`config.mk`:
```
export PLATFORM = sky130hd
export DESIGN_NAME = timer_count_core
export DESIGN_NICKNAME = d
export VERILOG_FILES = /design/src/rtl/timer_count_core.sv
export SDC_FILE = /design/constraint.sdc
export NUM_CORES = 1
export LEC_CHECK = 0
export CAP_MARGIN = 20
export CELL_PAD_IN_SITES_DETAIL_PLACEMENT = 1
export CELL_PAD_IN_SITES_GLOBAL_PLACEMENT = 2
export CORE_MARGIN = 5
export CORE_UTILIZATION = 35
export CTS_BUF_LIST = sky130_fd_sc_hd__clkbuf_2 sky130_fd_sc_hd__clkbuf_4 sky130_fd_sc_hd__clkbuf_8
export CTS_CLUSTER_DIAMETER = 30
export DETAILED_ROUTE_END_ITERATION = 16
export GPL_ROUTABILITY_DRIVEN = 0
export PLACE_DENSITY_LB_ADDON = 0.1
export SYNTH_ARGS = -nofsm -noshare
export SYNTH_HDL_FRONTEND = slang
export SYNTH_SLANG_ARGS = --single-unit
```
`constraint.sdc`:
```
create_clock -name Clock -period 2.6 [get_ports Clock]
set_input_delay 0.39 -clock Clock [delete_from_list [all_inputs] [get_ports Clock]]
set_output_delay 0.39 -clock Clock [all_outputs]
set_load 0.03 [all_outputs]
```
`src/rtl/timer_count_core.sv`:
```
// timer_count_core
// Seconds counter for the two-mode timer. Counts up (stopwatch) or down from a
// loaded preset, holding the value in 0..99 so it can drive the binary-to-BCD
// converter directly.
//
// Parameters:
//   TICK_DIV   clock cycles per count step (>= 2)
// Ports:
//   Clock      system clock, rising edge
//   Resetn     asynchronous active-low reset
//   Mode       0 = count up, 1 = count down; latched on a start from IDLE
//   StartStop  level; each rising edge is one start/stop request
//   Clear      synchronous clear, level-sensitive
//   Load       one-cycle strobe, writes clamped LoadValue to preset and count
//   LoadValue  preset value, clamped to 99
//   Binary     current count 0..99
//   Running    high while counting
//   Done       high once the final value (99 or 0) has been reached
module timer_count_core #(
    parameter int unsigned TICK_DIV = 50000000
) (
    input  logic       Clock,
    input  logic       Resetn,
    input  logic       Mode,
    input  logic       StartStop,
    input  logic       Clear,
    input  logic       Load,
    input  logic [7:0] LoadValue,
    output logic [7:0] Binary,
    output logic       Running,
    output logic       Done
);

    localparam int unsigned PW = (TICK_DIV > 1) ? $clog2(TICK_DIV) : 1;
    localparam logic [PW-1:0] PRE_MAX = PW'(TICK_DIV - 1);

    typedef enum logic [1:0] {
        StIdle,
        StRun,
        StPause,
        StDone
    } state_e;

    state_e        state_q, state_d;
    logic [7:0]    count_q, count_d;
    logic [7:0]    preset_q, preset_d;
    logic [PW-1:0] pre_q, pre_d;
    logic          mode_q, mode_d;
    logic          hist_q;
    logic          running_q, done_q;

    logic       req;
    logic       tick;
    logic [7:0] load_val;
    logic [7:0] reload_val;

    assign req        = StartStop & ~hist_q;
    assign tick       = (pre_q == PRE_MAX);
    assign load_val   = (LoadValue > 8'd99) ? 8'd99 : LoadValue;
    // Clear and DONE-exit return to the starting point of the last run's direction.
    assign reload_val = mode_q ? preset_q : 8'd0;

    always_comb begin
        state_d  = state_q;
        count_d  = count_q;
        preset_d = preset_q;
        pre_d    = pre_q;
        mode_d   = mode_q;

        if (Clear) begin
            state_d = StIdle;
            count_d = reload_val;
            pre_d   = '0;
        end else if (Load && (state_q != StRun)) begin
            preset_d = load_val;
            count_d  = load_val;
            state_d  = StIdle;
        end else begin
            unique case (state_q)
                StIdle: begin
                    // A start that could only reach its end value immediately is refused.
                    if (req && !(Mode ? (count_q == 8'd0) : (count_q == 8'd99))) begin
                        mode_d  = Mode;
                        pre_d   = '0;
                        state_d = StRun;
                    end
                end
                StRun: begin
                    pre_d = tick ? '0 : pre_q + PW'(1);
                    if (req) begin
                        state_d = StPause;
                    end
                    // The tick still lands on a stop edge; reaching the end overrides PAUSE.
                    if (tick) begin
                        if (mode_q) begin
                            if (count_q != 8'd0) begin
                                count_d = count_q - 8'd1;
                            end
                            if (count_q <= 8'd1) begin
                                state_d = StDone;
                            end
                        end else begin
                            if (count_q < 8'd99) begin
                                count_d = count_q + 8'd1;
                            end
                            if (count_q >= 8'd98) begin
                                state_d = StDone;
                            end
                        end
                    end
                end
                StPause: begin
                    if (req) begin
                        state_d = StRun;
                    end
                end
                StDone: begin
                    if (req) begin
                        state_d = StIdle;
                        count_d = reload_val;
                        pre_d   = '0;
                    end
                end
                default: begin
                    state_d = StIdle;
                end
            endcase
        end
    end

    always_ff @(posedge Clock or negedge Resetn) begin
        if (!Resetn) begin
            state_q   <= StIdle;
            count_q   <= 8'd0;
            preset_q  <= 8'd0;
            pre_q     <= '0;
            mode_q    <= 1'b0;
            hist_q    <= 1'b0;
            running_q <= 1'b0;
            done_q    <= 1'b0;
        end else begin
            state_q   <= state_d;
            count_q   <= count_d;
            preset_q  <= preset_d;
            pre_q     <= pre_d;
            mode_q    <= mode_d;
            hist_q    <= StartStop;
            running_q <= (state_d == StRun);
            done_q    <= (state_d == StDone);
        end
    end

    assign Binary  = count_q;
    assign Running = running_q;
    assign Done    = done_q;

endmodule

```
==> flow_summary.yaml <==
status:
  outcome: "complete, no violations"
layout:
  drive_above_1_share_pct: 11.3
  final_std_cells_w_o_fill: 480
  layout.nets: 391
  layout.core_utilization_pct: 41.7
  areaGrowthSynthToFinish_pct: 16.2
  antennaDiodeCount: 0
critical_path:
  start_kind: "register"
  r2r.worst_path.cells: 8
  crit_type: "register to register"
  timing.critical_path.depth: 8
  cp_data_arrival_time_ns: 2.54
  critical-path-top-cell-by-count: "sky130_fd_sc_hd__nand3_1"
  cpMaxStageDelayCell: "sky130_fd_sc_hd__dfrtp_1"
  critical-path-max-stage-delay_ns: 0.46
  cp_cell_sequence: "inv_1 > ha_1 > nor4b_1 > nand3_1 > nand3_1 > buf_4 > nand3_2 > o221ai_1"
  worst-endpoint-required_ns: 2.82
  worst-path-max-fanout: 15
  critical-path-top-delay-family: "simple AND/OR/NAND/NOR gates"
  setup.worst_path.end_class: "register"
  buf_inv_stages_crit_path: 2
sta:
  setup_viol_count_final: 0
  post-route-period-util_pct: 89.1
  final_critical_path_time_including_i_o_delays_and_setup_ns: 2.32
  worst-slew-pin-transition_ns: 0.723
  worst_slew_margin_relative_to_its_limit_pct: 51.3
  timing.clock.skew_ns: 0.0148
  setup_tns_ns: 0
  grt_setup_unrepaired: "no"
  hold_violations: 0
  clock.fmax_mhz: 432
  timing.final.max_slew_violations: 0
  worst_hold_slack_ns: 0.116
clock_network:
  cts_num_sinks: 48
  clkSlewWorstSetupHoldPaths_ns: 0.11
  cts.path.max_buffers: 2
  cts.htree.levels: 2
  cts-root-buf: "sky130_fd_sc_hd__clkbuf_8"
  holdBufCountCts: 0
  post-cts-setup-buffers: 0
  cts_resized: 0
  cts_made_buffers: 5
  insertion_delay_ns: 0.31
  tritoncts_clock_tree: "built"
drt:
  drt-total-wl_um: 8960
  via_count: 2844
  drc: 0
  dr.first_iter.drc_count: 77
  route.detailed.vias_per_inst: 5.93
  drt-wirelength-per-cell_um: 18.7
  ant_nets: 0
  detailedRoute.firstPassIterationCount: 4
logic_synthesis:
  syn_nets: 365
  async_flop_share_pct: 100
  synth_cell_type_count: 67
  synthesis.area_per_instance_sq_um: 9.07
  synth_adder_area_share_pct: 2.40
  synth_warnings: 0
  synth_top_family_by_area: "simple AND/OR/NAND/NOR gates"
  yosys_reg_bits: 48
  muxShareOfSynthArea_pct: 1.92
  fraction_of_the_mapped_netlist_area_in_compound_gates_pct: 22.7
  synth-seq-area-share_pct: 38.4
  synth_xor_area_share_pct: 0.839
  synth-simple-area-share_pct: 29.2
  synth_flop_cell: "sky130_fd_sc_hd__dfrtp_1"
  syn-instance-count: 345
  syn-cell-area_sq_um: 3130
  edff_count_synth: 0
grt:
  grt_pass1_vias: 2911
  global_route_wire_length_before_repair_um: 15400
  global_route.usage.total_pct: 16.7
  grt_overflow: 0
  grt_max_degree: 36
  antenna_found_initial: 0
power_and_ir_drop:
  power.density_cell_area_nw_per_um2: 557
  leakage_nw: 1.45
  max-vdd-ir-drop_v: 0.000293
place:
  detailedPlacementHpwl_um: 6450
  io_buffers: 23
  number_of_cells_after_detailed_placement: 472
die:
  initial_utilization_pct: 35.9
  rows: 34
  core_sq_um: 8720
  die_height_um: 105
  ios: 24
  fp.dieW_um: 105
  floorplan.die_area_sq_um: 10900
run:
  maxCapViolCount: 0
hold_path:
  min-delay-path-class: "input pin to async pin"
sequential cells by signal, summed over array words and instances, names as in the netlist:
name / flops
hist_q: 1
Binary: 8
pre_q: 26
preset_q: 8
mode_q: 1
Done: 1
Running: 1
state_q: 2
layout make-up:
cell class	instances	area, sq um
inverter	10	37.5
clock buffer	6	82.6
sequential	48	1200
tap	108	135
clock inverter	2	38.8
fill	1015	5080
timing repair buffer	39	358
multi-input combinational	267	1790
path summary, 6_finish.rpt:
check	from	endpoint	slack, ns
min in group Clock	preset_q[5]$_DFFE_PN0P_	preset_q[5]$_DFFE_PN0P_	0.49
max in group asynchronous	Resetn	preset_q[7]$_DFFE_PN0P_	1.84
min	Resetn	pre_q[1]$_DFFE_PN0P_	0.12
max	Binary[0]$_DFFE_PN0P_	pre_q[20]$_DFFE_PN0P_	0.28
max reg2reg	Binary[0]$_DFFE_PN0P_	pre_q[20]$_DFFE_PN0P_	0.28
min reg2reg	preset_q[5]$_DFFE_PN0P_	preset_q[5]$_DFFE_PN0P_	0.49
layer usage:
metal / global-route usage, % / share of wire (%) / up-vias
met1: 22.9 / 47 / 1424
met4: 4.29 / 1.8 / 0
met2: 28.0 / 49 / 38
li1: - / - / 1372
met3: 2.28 / 2.2 / 10
met5: 0 / 0 / -
metrics by stage:
step / cell area [sq um] / setup slack [ns] / total power, mW
after floorplan: 3130 / 0.433 / 1.23
final: 3640 / 0.283 / 2.03
after global routing: 3640 / 0.0290 / 2.15
after CTS: 3640 / 0.253 / 2.05
after detailed placement: 3520 / 0.277 / 1.44
after global placement: 3520 / 0.310 / 1.44
worst reg2reg max path, stage by stage, from the launching register on:
cell and delay (ns):
sky130_fd_sc_hd__dfrtp_1 0.46, sky130_fd_sc_hd__inv_1 0.16, sky130_fd_sc_hd__ha_1 0.17, sky130_fd_sc_hd__nor4b_1 0.34, sky130_fd_sc_hd__nand3_1 0.15, sky130_fd_sc_hd__nand3_1 0.10, sky130_fd_sc_hd__buf_4 0.20, sky130_fd_sc_hd__nand3_2 0.34
sky130_fd_sc_hd__o221ai_1 0.31
logic make-up (layout without fill, tap and decap cells):
kind of cell             count (synthesis)  in the layout
XOR/XNOR                                 3              3
multiplexers                             5              5
AND/OR/NAND/NOR                        156            156
flip-flops                              48             48
buffers and inverters                   30             57
AO/OA/AOI/OAI                           97             97
adder cells (fa/ha/maj)                  6              6
synth_stat cells (4+ instances only):
| master | instances | area (sq um) |
|---|---|---|
| sky130_fd_sc_hd__a21oi_1 | 17 | 85.1 |
| sky130_fd_sc_hd__dfrtp_1 | 48 | 1200 |
| sky130_fd_sc_hd__a22o_1 | 6 | 52.6 |
| sky130_fd_sc_hd__nand2b_1 | 9 | 56.3 |
| sky130_fd_sc_hd__nor4b_1 | 4 | 35.0 |
| sky130_fd_sc_hd__or3_1 | 5 | 31.3 |
| sky130_fd_sc_hd__nand3_1 | 27 | 135 |
| sky130_fd_sc_hd__and2_1 | 8 | 50.1 |
| sky130_fd_sc_hd__clkbuf_1 | 6 | 22.5 |
| sky130_fd_sc_hd__nor2_1 | 18 | 67.6 |
| sky130_fd_sc_hd__ha_1 | 6 | 75.1 |
| sky130_fd_sc_hd__buf_2 | 8 | 40.0 |
| sky130_fd_sc_hd__nand2_1 | 28 | 105 |
| sky130_fd_sc_hd__o21ai_0 | 8 | 40.0 |
| sky130_fd_sc_hd__nand4_1 | 15 | 93.8 |
| sky130_fd_sc_hd__a21o_1 | 7 | 52.6 |
| sky130_fd_sc_hd__o211ai_1 | 7 | 52.6 |
| sky130_fd_sc_hd__inv_1 | 10 | 37.5 |
| sky130_fd_sc_hd__nor3_1 | 10 | 50.1 |
| sky130_fd_sc_hd__and3_1 | 6 | 37.5 |
| sky130_fd_sc_hd__a31oi_1 | 15 | 93.8 |
report_power, final:
part           leakage, nW  internal (mW)  switching, mW
clock network       0.0614          0.316          0.287
logic                0.739          0.242          0.300
registers            0.646          0.794         0.0893
cells in the final DEF, fill, tap and decap left out, types with 4 or more instances in the layout:
| cell type | n |
|---|---|
| sky130_fd_sc_hd__inv_1 | 10 |
| sky130_fd_sc_hd__a31oi_1 | 15 |
| sky130_fd_sc_hd__nand4_1 | 15 |
| sky130_fd_sc_hd__or3_1 | 5 |
| sky130_fd_sc_hd__nor2_1 | 18 |
| sky130_fd_sc_hd__o211ai_1 | 7 |
| sky130_fd_sc_hd__a22o_1 | 6 |
| sky130_fd_sc_hd__ha_1 | 6 |
| sky130_fd_sc_hd__nand3_1 | 27 |
| sky130_fd_sc_hd__a21o_1 | 7 |
| sky130_fd_sc_hd__buf_4 | 15 |
| sky130_fd_sc_hd__nor3_1 | 10 |
| sky130_fd_sc_hd__nand2_1 | 28 |
| sky130_fd_sc_hd__clkdlybuf4s50_1 | 22 |
| sky130_fd_sc_hd__o21ai_0 | 8 |
| sky130_fd_sc_hd__a21oi_1 | 17 |
| sky130_fd_sc_hd__nor4b_1 | 4 |
| sky130_fd_sc_hd__and2_1 | 8 |
| sky130_fd_sc_hd__clkbuf_8 | 6 |
| sky130_fd_sc_hd__and3_1 | 6 |
| sky130_fd_sc_hd__nand2b_1 | 9 |
| sky130_fd_sc_hd__dfrtp_1 | 48 |
(Power assumes the default switching activity.)
